`src/rtl/tcam_pkg.sv`:
```
// Shared definitions for the TCAM match sequencer: state encoding and default geometry.
package tcam_pkg;

    typedef enum logic {
        IDLE = 1'b0,
        BUSY = 1'b1
    } state_t;

    localparam int ADDRESS_SIZE = 4;
    localparam int ENTRIES      = 1 << ADDRESS_SIZE;

endpackage

```
`src/rtl/tcam_match_sequencer_if.sv`:
```
// Bitmap-in / address-out stream bundle between the CAM, the sequencer and the action stage.
interface tcam_match_sequencer_if #(
    parameter int address_size = 4
);
    logic [(1<<address_size)-1:0] matched;
    logic                         match_valid;
    logic                         match_ready;
    logic [address_size-1:0]      address;
    logic                         valid;
    logic                         ready;
    logic                         last;
    logic                         miss;
    logic [address_size:0]        count;

    // master: CAM/result-stage side; slave: the sequencer itself
    modport master (
        output matched, match_valid, ready,
        input  match_ready, address, valid, last, miss, count
    );

    modport slave (
        input  matched, match_valid, ready,
        output match_ready, address, valid, last, miss, count
    );
endinterface

```
`src/rtl/lowest_set_bit_encoder.sv`:
```
// Combinational priority encoder: isolates the lowest set bit of a bitmap and returns its index.
module lowest_set_bit_encoder #(
    parameter int address_size = 4
) (
    input  logic [(1<<address_size)-1:0] i_bitmap,
    output logic [address_size-1:0]      o_index,
    output logic [(1<<address_size)-1:0] o_onehot,
    output logic                         o_any
);
    localparam int ENTRIES = 1 << address_size;

    // x & -x keeps only the lowest set bit; zero bitmap gives zero onehot and index 0
    assign o_onehot = i_bitmap & (~i_bitmap + ENTRIES'(1));
    assign o_any    = |i_bitmap;

    for (genvar gi = 0; gi < address_size; gi++) begin : g_index_bit
        logic [ENTRIES-1:0] w_mask;
        for (genvar gj = 0; gj < ENTRIES; gj++) begin : g_mask
            assign w_mask[gj] = (((gj >> gi) & 1) != 0);
        end
        assign o_index[gi] = |(o_onehot & w_mask);
    end
endmodule

```
`src/rtl/tcam_match_sequencer.sv`:
```
// Captures one CAM match bitmap per lookup and streams the matching entry indices, lowest first.
module tcam_match_sequencer
    import tcam_pkg::*;
#(
    parameter int address_size = ADDRESS_SIZE
) (
    input  logic                  clock,
    input  logic                  reset,
    tcam_match_sequencer_if.slave bus
);
    localparam int N_ENTRIES = 1 << address_size;

    state_t                  r_state;
    logic [N_ENTRIES-1:0]    r_pending;
    logic [address_size:0]   r_count;
    logic                    r_miss;

    logic [address_size-1:0] w_index;
    logic [N_ENTRIES-1:0]    w_onehot;
    logic                    w_any;
    logic                    w_last;
    logic [address_size:0]   w_popcount;

    lowest_set_bit_encoder #(
        .address_size(address_size)
    ) u_lsb (
        .i_bitmap(r_pending),
        .o_index (w_index),
        .o_onehot(w_onehot),
        .o_any   (w_any)
    );

    // exactly one bit set: non-empty and clearing the lowest bit leaves nothing
    assign w_last = w_any && ((r_pending & (r_pending - N_ENTRIES'(1))) == '0);

    always_comb begin
        w_popcount = '0;
        for (int i = 0; i < N_ENTRIES; i++) begin
            w_popcount = w_popcount + (address_size+1)'(bus.matched[i]);
        end
    end

    always_ff @(posedge clock) begin
        if (reset) begin
            r_state   <= IDLE;
            r_pending <= '0;
            r_count   <= '0;
            r_miss    <= 1'b0;
        end else begin
            case (r_state)
                IDLE: begin
                    if (bus.match_valid) begin
                        r_pending <= bus.matched;
                        r_count   <= w_popcount;
                        r_miss    <= (bus.matched == '0);
                        if (bus.matched != '0) r_state <= BUSY;
                    end else begin
                        r_miss <= 1'b0;
                    end
                end
                BUSY: begin
                    // new bitmaps are dropped here; upstream is gated by match_ready
                    r_miss <= 1'b0;
                    if (bus.ready) begin
                        r_pending <= r_pending & ~w_onehot;
                        if (w_last) r_state <= IDLE;
                    end
                end
                default: r_state <= IDLE;
            endcase
        end
    end

    assign bus.match_ready = (r_state == IDLE);
    assign bus.valid       = (r_state == BUSY);
    assign bus.address     = w_index;
    assign bus.last        = w_last;
    assign bus.miss        = r_miss;
    assign bus.count       = r_count;
endmodule

```
`src/flat_wrapper.sv`:
```
// flat-port wrapper written by rule: the top's interface ports become plain ports
module tcam_match_sequencer_flat import tcam_pkg::*;
#(
    parameter int address_size = ADDRESS_SIZE
)
  (clock, reset, bus_matched, bus_match_valid, bus_ready, bus_match_ready, bus_address, bus_valid, bus_last, bus_miss, bus_count);
  tcam_match_sequencer_if #(.address_size(address_size)) bus_i ();
  input  logic clock;
  input  logic reset;
  input wire logic [$bits(bus_i.matched)-1:0] bus_matched;
  input wire logic [$bits(bus_i.match_valid)-1:0] bus_match_valid;
  input wire logic [$bits(bus_i.ready)-1:0] bus_ready;
  output wire logic [$bits(bus_i.match_ready)-1:0] bus_match_ready;
  output wire logic [$bits(bus_i.address)-1:0] bus_address;
  output wire logic [$bits(bus_i.valid)-1:0] bus_valid;
  output wire logic [$bits(bus_i.last)-1:0] bus_last;
  output wire logic [$bits(bus_i.miss)-1:0] bus_miss;
  output wire logic [$bits(bus_i.count)-1:0] bus_count;
  assign bus_i.matched = bus_matched;
  assign bus_i.match_valid = bus_match_valid;
  assign bus_i.ready = bus_ready;
  assign bus_match_ready = bus_i.match_ready;
  assign bus_address = bus_i.address;
  assign bus_valid = bus_i.valid;
  assign bus_last = bus_i.last;
  assign bus_miss = bus_i.miss;
  assign bus_count = bus_i.count;
  tcam_match_sequencer #(.address_size(address_size)) u_core (.clock(clock), .reset(reset), .bus(bus_i));
endmodule
```
`config.mk`:
```
export PLATFORM = sky130hd
export DESIGN_NAME = tcam_match_sequencer_flat
export DESIGN_NICKNAME = d
export VERILOG_FILES = /design/src/rtl/tcam_pkg.sv /design/src/rtl/tcam_match_sequencer_if.sv /design/src/rtl/lowest_set_bit_encoder.sv /design/src/rtl/tcam_match_sequencer.sv /design/src/flat_wrapper.sv
export SDC_FILE = /design/constraint.sdc
export NUM_CORES = 1
export LEC_CHECK = 0
export BUFFER_PORTS_ARGS = -buffer_cell sky130_fd_sc_hd__buf_2
export CAP_MARGIN = 10
export CORE_MARGIN = 5
export CORE_UTILIZATION = 40
export CTS_CLUSTER_SIZE = 20
export DETAILED_ROUTE_END_ITERATION = 8
export HOLD_SLACK_MARGIN = 0.06
export PLACE_DENSITY_LB_ADDON = 0.15
export REMOVE_ABC_BUFFERS = 1
export SLEW_MARGIN = 25
export SYNTH_ARGS = -nofsm -noshare
export SYNTH_HDL_FRONTEND = slang
export SYNTH_HIERARCHICAL = 1
export SYNTH_SLANG_ARGS = --single-unit
export TNS_END_PERCENT = 5
```
`constraint.sdc`:
```
create_clock -name clock -period 3.5 [get_ports clock]
set_input_delay 0.7 -clock clock [delete_from_list [all_inputs] [get_ports clock]]
set_output_delay 0.7 -clock clock [all_outputs]
set_load 0.01 [all_outputs]
```
==> metrics.csv <==
metric;value;unit
status;finished with violations;
violations;negative setup slack;
min_path_type;flop to flop;
finalPower;1.053;mW
cts_sinks;23;
syn_inst;227;
fmax;277.5;MHz
hold_viol;0;
power.leakage;1.002;nW
critPathCaptureType;flop;
power_frac_clock;15.4;%
coreArea;4384;µm²
cp_max_fo;2;
yosysSeqAreaShare;25.29;%
hold_buffers;0;
first_iter_violations;65;
slew_headroom;46.98;%
drc;0;
cts.htree.levels;1;
seq_area;460.4;µm²
drive_gt1_share;29.56;%
p_sw_share;38.89;%
drt-total-wl;4554;µm
pwr-share-comb;52.5;%
place_inst;320;
stdcell_count;326;
fin_ws;-0.1042;ns
place_area;2128;µm²
p_int;0.6437;mW
drv_slew;0;
cts_tree;yes;
max_slew.worst_pin.slew;0.7952;ns
via_per_inst;5.202;
fillers;440;
grt_pass1_vias;1739;
die_area;6000;µm²
grt_pass1_wl;7969;µm
synth-warning-count;6;
grt_max_degree;21;
avgRoutedWirePerCell;13.97;µm
io_pins;33;
die_y;77.46;µm
root_buffer;clkbuf_8;
synth_ff_type;dfxtp_1;
num_vias;1696;
layout.nets;311;
synthArstFlopShare;0;%
synthToLayoutAreaGrowth;23.09;%
antenna_found_initial;0;
maxCapViolCount;0;
numCtsBuffers;3;
syn_area;1820;µm²
skew;0.001534;ns
track_usage;15.93;%
clkSlewWorstSetupHoldPaths;0.08;ns
ys_ff_latch;23;
cp_data_required_time;3.69;ns
die_width;77.46;µm
worstSkewPairLatency;0.26;ns
setup-violations-final;4;
net-switching-power;0.4096;mW
overflow;0;
powerDensity;470.0;nW/µm²
numPortBuffers;32;
gp_congestion;0.8116;
synth_enable_flop_cells;0;
worstSetupPathType;input pin to flop;
critPathLaunchType;input pin;
power_frac_seq;32.1;%
peakVddDrop;321.6;µV
multi_input_area;1227;µm²
clk_path_buf_depth;2;
dp_hpwl;3696;µm
n_antenna_cell;0;
synth_cell_types;50;
min_period_over_period;103.0;%
first_pass_iters;4;
fin_hold_ws;0.4550;ns
synth_area_per_cell;8.020;µm²
ant_nets;0;
arrival;3.79;ns
rsz0062_at_grt;yes;
design_area;2241;µm²
rows;24;
final_util;51.11;%
period_needed;3.604;ns
start_util;41.52;%
==> path summary, 6_finish.rpt <==
kind	start	end	slack, ns	cells past startpoint
worst max register to register	u_core/r_pending[6]$_SDFFE_PP0P_	u_core/bus.valid$_SDFF_PP0_	1.33	6
worst min-delay path	u_core/bus.count[1]$_SDFFE_PP0P_	u_core/bus.count[1]$_SDFFE_PP0P_	0.46	2
worst max-delay path	bus_matched[15]	u_core/bus.count[4]$_SDFFE_PP0P_	-0.10	13
worst min register to register	u_core/bus.count[1]$_SDFFE_PP0P_	u_core/bus.count[1]$_SDFFE_PP0P_	0.46	2
==> kinds of logic (layout without fill, tap and decap cells) <==
family | after synthesis | after routing | share of synthesized area, %
and+or+nand+nor | 106 | 106 | 34.64
AOI/OAI and AO/OA | 38 | 38 | 13.33
buffers and inverters | 38 | 85 | 8.454
DFF | 23 | 23 | 25.29
adders and majority gates | 19 | 19 | 16.77
xor gates and xnor gates | 2 | 2 | 0.9624
muxes | 1 | 1 | 0.5499
==> registers in the layout, indices dropped and copies added, names as in the netlist <==
name              cells
u_core/bus.miss       1
u_core/r_pending     16
u_core/bus.valid      1
u_core/bus.count      5
==> placed cells by master (no fill, tap or decap), types with 2 or more instances in the layout <==
cell,instances
a21oi_1,3
a22o_1,2
and2_1,4
and3_1,3
buf_2,28
buf_4,18
buf_6,3
clkbuf_8,3
dfxtp_1,23
fa_1,8
fa_2,2
ha_1,5
inv_1,22
inv_2,8
maj3_1,3
nand2_1,22
nand2b_1,3
nand3_1,17
nand4_1,3
nand4b_1,2
nor2_1,16
nor2b_1,2
nor3_1,8
nor4_1,5
nor4_4,2
nor4b_2,2
o21ai_0,3
o21ai_1,19
o311ai_1,2
or2_2,2
or4_1,3
or4_4,2
==> cell usage after synthesis (2+ instances only) <==
| library cell | number | area (µm²) |
|---|---|---|
| a22o_1 | 2 | 17.52 |
| nor2_1 | 16 | 60.06 |
| nor4_1 | 5 | 31.28 |
| or4_1 | 3 | 22.52 |
| o21ai_0 | 4 | 20.02 |
| nand2b_1 | 3 | 18.77 |
| nand4_1 | 3 | 18.77 |
| nand4b_1 | 2 | 17.52 |
| o21ai_1 | 18 | 90.09 |
| or4_4 | 2 | 22.52 |
| nand2_1 | 22 | 82.58 |
| or2_2 | 2 | 12.51 |
| o311ai_1 | 2 | 17.52 |
| fa_1 | 10 | 200.2 |
| inv_1 | 30 | 112.6 |
| and2_1 | 4 | 25.02 |
| nor3_1 | 8 | 40.04 |
| nor2b_1 | 3 | 18.77 |
| nor4b_2 | 2 | 30.03 |
| clkbuf_1 | 5 | 18.77 |
| ha_1 | 6 | 75.07 |
| dfxtp_1 | 23 | 460.4 |
| maj3_1 | 3 | 30.03 |
| nor4_4 | 2 | 42.54 |
| a21oi_1 | 4 | 20.02 |
| and3_1 | 3 | 18.77 |
| nand3_1 | 17 | 85.08 |
==> power by group through the flow <==
stage	Clock, mW	Combinational (mW)	Sequential [mW]
after floorplan	0	0.341	0.346
after global placement	0	0.513	0.345
after detailed placement	0	0.510	0.343
after CTS	0.170	0.530	0.337
after global routing	0.183	0.624	0.346
final	0.163	0.553	0.338
==> stage by stage <==
step | setup TNS (ns) | worst slack (ns)
2_1_floorplan | -0.5873 | -0.2257
3_3_place_gp | -1.384 | -0.4085
3_5_place_dp | -1.462 | -0.4205
4_1_cts | -0.3359 | -0.1014
5_1_grt | -0.6888 | -0.2319
6_report | -0.2923 | -0.1042
==> what timing repair did <==
item | CTS | global route
endpoints found under the setup margin | 4 | 4
gates resized for setup | 3 | 18
buffers inserted | 0 | 2
pin swaps | 1 | 11
==> final cells by class <==
cell class,instances,share of cell area [%]
flip-flops and latches,23,20.55
well taps,52,2.903
multi-input cells,166,54.77
inverters,31,5.304
repair buffers,50,14.46
clock buffers,4,2.010
==> routing by layer <==
metal / vias to the layer above / GRT usage (%) / wire length (µm)
met3: 6 / 2.894 / 181
met5: - / 0 / 0
met1: 771 / 21.26 / 2173
li1: 883 / - / -
met2: 36 / 25.59 / 2136
met4: 0 / 6.014 / 61
==> worst max-delay path, cell delays in order <==
cell and delay (ns):
buf_8 0.08, inv_4 0.03, fa_1 0.59, fa_1 0.46, fa_2 0.56, fa_1 0.41
inv_1 0.07, ha_2 0.18, inv_2 0.04, fa_2 0.37, nor2b_2 0.11, o21ai_1 0.07
o21ai_1 0.12
Power figures use the tool's default switching activity.
